`src/rtl/fetch_prefetch_unit.sv`:
```
// Instruction-fetch stage: PC generator, single-outstanding imem request port and a
// DEPTH-entry prefetch FIFO feeding decode, with redirect flush and halt stop.
module fetch_prefetch_unit #(
   parameter int                    DATA_WIDTH = 32,
   parameter int                    ADDR_WIDTH = 32,
   parameter int                    DEPTH      = 4,
   parameter logic [ADDR_WIDTH-1:0] RESET_PC   = '0,
   parameter logic [DATA_WIDTH-1:0] HALT_WORD  = 32'hFC000000
) (
   input  logic                  clk,
   input  logic                  reset,
   output logic                  imem_req,
   output logic [ADDR_WIDTH-1:0] imem_addr,
   input  logic                  imem_gnt,
   input  logic                  imem_valid,
   input  logic [DATA_WIDTH-1:0] imem_rdata,
   output logic                  if_valid,
   output logic [DATA_WIDTH-1:0] if_instr,
   output logic [ADDR_WIDTH-1:0] if_pc_plus4,
   input  logic                  id_ready,
   input  logic                  redirect,
   input  logic [ADDR_WIDTH-1:0] redirect_pc,
   output logic                  halted
);

   localparam int PTR_W = $clog2(DEPTH);
   localparam int CNT_W = PTR_W + 1;
   localparam logic [CNT_W-1:0] FULL = CNT_W'(DEPTH);

   logic [ADDR_WIDTH-1:0] r_fetch_pc;
   logic [ADDR_WIDTH-1:0] r_req_pc;
   logic                  r_outstanding;
   logic                  r_drop;
   logic                  r_halted;
   logic [CNT_W-1:0]      r_count;
   logic [PTR_W-1:0]      r_rd_ptr;
   logic [PTR_W-1:0]      r_wr_ptr;
   logic [DATA_WIDTH-1:0] r_mem_instr [DEPTH];
   logic [ADDR_WIDTH-1:0] r_mem_pc4   [DEPTH];

   logic w_req;
   logic w_issue;
   logic w_resp;
   logic w_push;
   logic w_pop;

   // The count check already covers the in-flight request, so every response has a slot.
   assign w_req   = !r_halted && !r_outstanding && !redirect && (r_count < FULL);
   assign w_issue = w_req && imem_gnt;
   assign w_resp  = r_outstanding && imem_valid;
   assign w_push  = w_resp && !r_drop && !redirect;
   assign w_pop   = if_valid && id_ready && !redirect;

   assign imem_req    = w_req;
   assign imem_addr   = r_fetch_pc;
   assign halted      = r_halted;
   assign if_valid    = (r_count != '0);
   assign if_instr    = if_valid ? r_mem_instr[r_rd_ptr] : '0;
   assign if_pc_plus4 = if_valid ? r_mem_pc4[r_rd_ptr] : '0;

   always_ff @(posedge clk) begin
      if (w_push) begin
         r_mem_instr[r_wr_ptr] <= imem_rdata;
         r_mem_pc4[r_wr_ptr]   <= r_req_pc + ADDR_WIDTH'(4);
      end
   end

   always_ff @(posedge clk) begin
      if (reset) begin
         r_fetch_pc    <= RESET_PC;
         r_req_pc      <= RESET_PC;
         r_outstanding <= 1'b0;
         r_drop        <= 1'b0;
         r_halted      <= 1'b0;
         r_count       <= '0;
         r_rd_ptr      <= '0;
         r_wr_ptr      <= '0;
      end else if (redirect) begin
         // A still-pending response must be thrown away when it eventually lands.
         r_fetch_pc    <= redirect_pc;
         r_outstanding <= r_outstanding && !imem_valid;
         r_drop        <= r_outstanding && !imem_valid;
         r_halted      <= 1'b0;
         r_count       <= '0;
         r_rd_ptr      <= r_wr_ptr;
      end else begin
         if (w_issue) begin
            r_fetch_pc    <= r_fetch_pc + ADDR_WIDTH'(4);
            r_req_pc      <= r_fetch_pc;
            r_outstanding <= 1'b1;
         end
         if (w_resp) begin
            r_outstanding <= 1'b0;
            r_drop        <= 1'b0;
         end
         if (w_push) begin
            r_wr_ptr <= r_wr_ptr + PTR_W'(1);
            if (imem_rdata == HALT_WORD) begin
               r_halted <= 1'b1;
            end
         end
         if (w_pop) begin
            r_rd_ptr <= r_rd_ptr + PTR_W'(1);
         end
         if (w_push && !w_pop) begin
            r_count <= r_count + CNT_W'(1);
         end else if (!w_push && w_pop) begin
            r_count <= r_count - CNT_W'(1);
         end
      end
   end

   a_no_overflow: assert property (@(posedge clk) disable iff (reset) !(w_push && r_count == FULL));
   a_no_underflow: assert property (@(posedge clk) disable iff (reset) !(w_pop && r_count == '0));

endmodule

```
`config.mk`:
```
export PLATFORM = sky130hd
export DESIGN_NAME = fetch_prefetch_unit
export DESIGN_NICKNAME = d
export VERILOG_FILES = /design/src/rtl/fetch_prefetch_unit.sv
export SDC_FILE = /design/constraint.sdc
export NUM_CORES = 1
export LEC_CHECK = 0
export BUFFER_PORTS_ARGS = -buffer_cell sky130_fd_sc_hd__buf_2
export CORE_ASPECT_RATIO = 1.75
export CORE_MARGIN = 3
export CORE_UTILIZATION = 62
export DETAILED_ROUTE_END_ITERATION = 10
export HOLD_SLACK_MARGIN = 0.03
export MAX_ROUTING_LAYER = met4
export PLACE_DENSITY = 0.94
export SKIP_LAST_GASP = 1
export SYNTH_ARGS = -nofsm -noshare
export SYNTH_HDL_FRONTEND = slang
export SYNTH_SLANG_ARGS = --single-unit
```
`constraint.sdc`:
```
create_clock -name clk -period 7.03 [get_ports clk]
set_input_delay 1.0545 -clock clk [delete_from_list [all_inputs] [get_ports clk]]
set_output_delay 1.0545 -clock clk [all_outputs]
set_load 0.005 [all_outputs]
```
==> results of run 1 <==
## Yosys cell counts (2+ instances only)
cell type	n
dfxtp_1	76
xnor2_1	35
mux2i_1	5
and3_1	8
nor2_1	36
clkbuf_1	36
o22ai_1	3
o311ai_0	2
nand2_1	109
or4_1	2
buf_2	7
nand3_1	22
a21oi_1	55
nand4_1	17
mux4_2	64
xor2_1	19
o21ai_0	4
nor4_2	2
or3_1	2
a211oi_1	12
a31oi_1	3
edfxtp_1	256
nor3_1	17
and2_1	74
and4_1	7
o211ai_1	4
inv_1	8
nor4_1	11
ha_1	7
or2_2	4
## critical path, cell delays in order (launching register included)
cell,delay (ns)
dfxtp_4,0.69
buf_4,0.69
mux4_2,0.62
and2_1,0.20
buf_2,0.13
## power by group
part	switching, mW	internal (mW)	total [mW]	leakage [nW]
sequential	0.0350	2.13	2.16	2.86
combinational	0.105	0.0925	0.198	2.08
clock	0.664	0.780	1.44	0.407
## sequential cells by signal (all words and copies together), names as in the netlist, named ones only
| register | flops |
|---|---|
| halted | 1 |
| imem_addr | 32 |
| r_count | 3 |
| r_drop | 1 |
| r_mem_instr | 128 |
| r_mem_pc4 | 128 |
| r_outstanding | 1 |
| r_rd_ptr | 2 |
| r_req_pc | 32 |
| r_wr_ptr | 2 |
## path summary, 6_finish.rpt
kind	cells after the start	endpoint	startpoint	slack, ns
max	4	if_pc_plus4[19]	flip-flop	3.05
min	2	r_req_pc[31]	r_req_pc[31]	0.48
max reg2reg	4	r_mem_pc4[1][13]	r_outstanding	4.02
min reg2reg	2	r_req_pc[31]	r_req_pc[31]	0.48
## cell families (layout without fill, tap and decap cells)
| kind of cell | Yosys count | in the layout | synth area share [%] |
|---|---|---|---|
| DFF | 332 | 332 | 67.4 |
| and+or+nand+nor | 317 | 317 | 12.0 |
| AOI/OAI and AO/OA | 87 | 87 | 3.74 |
| muxes | 70 | 70 | 11.0 |
| xor gates and xnor gates | 54 | 54 | 3.46 |
| buffers and inverters | 54 | 234 | 1.56 |
| adders and majority gates | 8 | 8 | 0.788 |
## routing by layer
| metal | vias to the layer above | global-route usage (%) | wire length (um) |
|---|---|---|---|
| li1 | 3806 | - | - |
| met1 | 4025 | 30.8 | 10700 |
| met2 | 421 | 43.5 | 15500 |
| met3 | 80 | 2.44 | 1820 |
| met4 | 0 | 10.9 | 1210 |
| met5 | - | - | 0 |
## stage by stage
step / std cells / utilization (%) / hold WS, ns
4_1_cts: 1394 / 72.3 / 0.480
3_5_place_dp: 1345 / 68.4 / 0.468
6_report: 1394 / 72.3 / 0.479
2_1_floorplan: 922 / - / 0.445
5_1_grt: 1394 / 72.3 / 0.495
3_3_place_gp: 1345 / 68.4 / 0.463
## layout make-up
type / instances / area (um^2) / area share, %
clock buffer: 30 / 687 / 4.40
clock inverter: 19 / 154 / 0.987
inverter: 9 / 33.8 / 0.217
multi-input combinational: 536 / 4240 / 27.2
sequential: 332 / 9210 / 59.1
tap: 292 / 365 / 2.34
timing repair buffer: 176 / 901 / 5.78
==> flow_summary.ini, run 1 <==
[logic_synthesis]
synth.net_count = 1000
synth.avg_cell_area_um2 = 14.8
synth-async-reset-ratio_pct = 0
yosysWarnings = 0
synth_area_leaders = edfxtp_1, dfxtp_1, mux4_2, and2_1, nand2_1
synth_ff_type = edfxtp_1
seq_area_frac_synth_pct = 67.4
synth-seq-cells = 332
synth_area_um2 = 13700
yosys.area.top_type = edfxtp_1
yosysTopAreaCellShare_pct = 56.3
synth.distinct_cells = 45
syn_inst = 922
synth-edff-count = 256

[sta]
fin_crit_sh_pct = 56.6
setup_violations = 0
finalHoldViolations = 0
finClkSkew_ns = 0.0139
drv_slew = 0
max_slew_margin_pct = 28.3
fin_setup_tns_ns = 0
worstMarginPinSlew_ns = 1.07
rsz0062_at_grt = false
layout_min_cycle_time_ns = 3.98
fmax_ghz = 0.251
fin_ws_ns = 3.05

[clocking]
cts_tree = done
cts.sinks = 332
cts_buffers = 27
ctsResizeCount = 0
clk_latency_ns = 0.55
cts_root_buf = clkbuf_16
cts_buffer_depth = 3
h-tree-depth = 1
hold_buffers = 0
cts_setup_buffers = 0
clkSlewWorstSetupHoldPaths_ns = 0.07

[grt]
grt_usage_pct = 25.3
grt_pass1_wl_mm = 45.9
grt_pass1_vias = 8298
grt_antenna_before_repair = 0
overflow = 0
grt_max_degree = 73

[critical_path]
startpoint_type = flip-flop
endpoint_kind = output pin
crit_required_ns = 5.98
worstPathMaxFanout = 39
cp.arrival_ns = 2.92
path_class = flip-flop to output pin

[layout]
fin_nets = 1160
final_common_cell = edfxtp_1
final_cell_mix = edfxtp_1, buf_2, nand2_1
antenna_cells = 0
area_growth_pct = 14.2
num-fill-cells = 1301
fin_area_um2 = 15600
layout-drive-gt1-share_pct = 27.0

[pwr]
ir_worst_vdd_v = 0.000189
leakage_nw = 5.35
power.density_nw_per_um2 = 244
total_power_mw = 3.80

[min_path]
hp-class = flip-flop to flip-flop

[place]
routabilityCongestion = 0.908
port_buffers = 168
pre_cts_ws_ns = 3.14
place_area_um2 = 14800
dp.final_hpwl_mm = 19.0

[route]
postRouteAntennaNets = 0
wl_per_cell_um = 21.0
via_per_inst = 5.98
dr.first_iter.drc_count = 806
firstDrtPassIters = 5
routed-via-count = 8332
drc = 0
wl_mm = 29.2

[die]
dieArea_um2 = 23900
core_area_um2 = 21600
core.rowCount = 71
initial_utilization_pct = 63.3
io_pins = 169
die_w_um = 118
die_h_um = 202

[run_status]
status = complete, no violations

[run]
cap_viol_max_count = 0
Note: power is estimated with default switching activity, not from simulation.
==> inputs of run 2 (changes only) <==
- CORE_UTILIZATION: 62 -> 52
- PLACE_DENSITY: 0.94 -> 0.86
- clock period: 7.03 -> 3.32 ns (I/O delays scaled with it)
==> run 2 against run 1 <==
Cell count grew 2.7%. Via count fell by 1.1%. Global-route usage fell by 4.3 points. Clock power up 130%. Largest cell class unchanged. First-iteration DRC count shrank 22%.
==> flow_summary.ini, run 2 (same netlist as run 1, synthesis figures left out) <==
[grt]
grtUsageMet3_pct = 1.96
grt_pass1_wl_mm = 45.3
top_usage_layer = met2
grt_util_met2_pct = 38.4
grt_antenna_before_repair = 0
grt_pass1_vias = 8417
grt_max_degree = 68
overflow = 0
grt_usage_pct = 21.0
grt_util_met1_pct = 24.2

[layout]
layout-drive-gt1-share_pct = 27.8
utilization_pct = 62.1
final_common_cell = edfxtp_1
antenna_cells = 0
area_growth_pct = 16.1
final_cells = 1431
top_regs = r_mem_instr x128, r_mem_pc4 x128
fin_nets = 1171
final_cell_mix = edfxtp_1, buf_2, nand2_1

[die]
core_area_um2 = 25500
core.rowCount = 77
io_pins = 169
die_w_um = 129
initial_utilization_pct = 53.5
die_h_um = 220
dieArea_um2 = 28300

[sta]
drv_slew = 0
max_slew_margin_pct = 51.7
layout_min_cycle_time_ns = 2.80
finalHoldViolations = 0
fin_crit_sh_pct = 84.4
fmax_ghz = 0.357
setup_violations = 0
finClkSkew_ns = 0.00941
worstMarginPinSlew_ns = 0.717
rsz0062_at_grt = false
fin_setup_tns_ns = 0

[run_status]
status = complete, no violations

[route]
via_per_inst = 5.76
wl_mm = 28.9
wl_per_cell_um = 20.2
routed-via-count = 8240
drc = 0
firstDrtPassIters = 5
postRouteAntennaNets = 0
dr.first_iter.drc_count = 625

[clocking]
hold_buffers = 0
ctsResizeCount = 0
cts_buffer_depth = 3
cts_root_buf = clkbuf_16
cts_buffers = 28
cts_setup_buffers = 0
clkSlewWorstSetupHoldPaths_ns = 0.07
cts_tree = done
h-tree-depth = 1
clk_latency_ns = 0.54
cts.sinks = 332

[critical_path]
crit_required_ns = 2.82
path_class = flip-flop to output pin
worstPathMaxFanout = 15
endpoint_kind = output pin
startpoint_type = flip-flop
cp.arrival_ns = 2.30

[place]
routabilityCongestion = 0.924
placedCellCount = 1379
dp.final_hpwl_mm = 19.1
port_buffers = 168

[pwr]
ir_worst_vdd_v = 0.000448
leakage_nw = 5.46
power.density_nw_per_um2 = 522

[min_path]
hp-class = primary input to flip-flop

[run]
cap_viol_max_count = 0
## run 2: cell count changes in the layout (fill, tap and decap cells not counted)
cell | previous run | this run
clkbuf_8 | 0 | 5
clkbuf_1 | 3 | 9
clkinv_2 | 5 | 4
clkinv_1 | 8 | 3
clkinvlp_2 | 2 | 0
inv_6 | 1 | 0
clkinv_8 | 1 | 0
buf_4 | 8 | 12
buf_12 | 0 | 6
clkbuf_16 | 27 | 29
## run 2: final timing paths
check / from / to / slack [ns] / depth (start not counted)
min reg2reg: r_req_pc[31] / r_req_pc[31] / 0.48 / 2
min: imem_rdata[8] / r_mem_instr[0][8] / 0.19 / 1
max: flip-flop / if_pc_plus4[22] / 0.52 / 4
max reg2reg: r_req_pc[2] / r_mem_pc4[2][26] / 0.90 / 6
## run 2: cell type report
cell class                      count  area (um^2)
Timing Repair Buffer              186         1050
Fill cell                        1855         9670
Multi-Input combinational cell    536         4240
Tap cell                          316          395
Inverter                            9         33.8
Sequential cell                   332         9210
Clock buffer                       43          828
Clock inverter                      9         95.1
## run 2: power breakdown
part | internal, mW | total [mW] | switching (mW) | leakage, nW
combinational | 0.206 | 0.431 | 0.225 | 2.15
sequential | 4.50 | 4.58 | 0.0748 | 2.86
clock | 1.87 | 3.27 | 1.40 | 0.451
total | 6.58 | 8.28 | 1.70 | 5.46
## run 2: critical path, stage by stage, from the launching register on
cell	delay (ns)
dfxtp_4	0.54
buf_4	0.34
mux4_2	0.55
and2_1	0.20
buf_2	0.13
## run 2: per-stage QoR
stage	hold WS (ns)	power [mW]	instance area, um^2	setup slack, ns
4_1_cts	0.167	8.34	15900	0.466
5_1_grt	0.181	8.55	15900	0.395
2_1_floorplan	0.445	4.91	13700	0.0363
3_3_place_gp	0.457	5.09	14900	1.02
6_report	0.191	8.28	15900	0.517
3_5_place_dp	0.471	5.10	14900	0.937
## run 2: per-layer routing
metal	vias up	wire length, um
li1	3825	-
met1	4095	10800
met2	265	15900
met3	55	1470
met4	0	770
met5	-	0
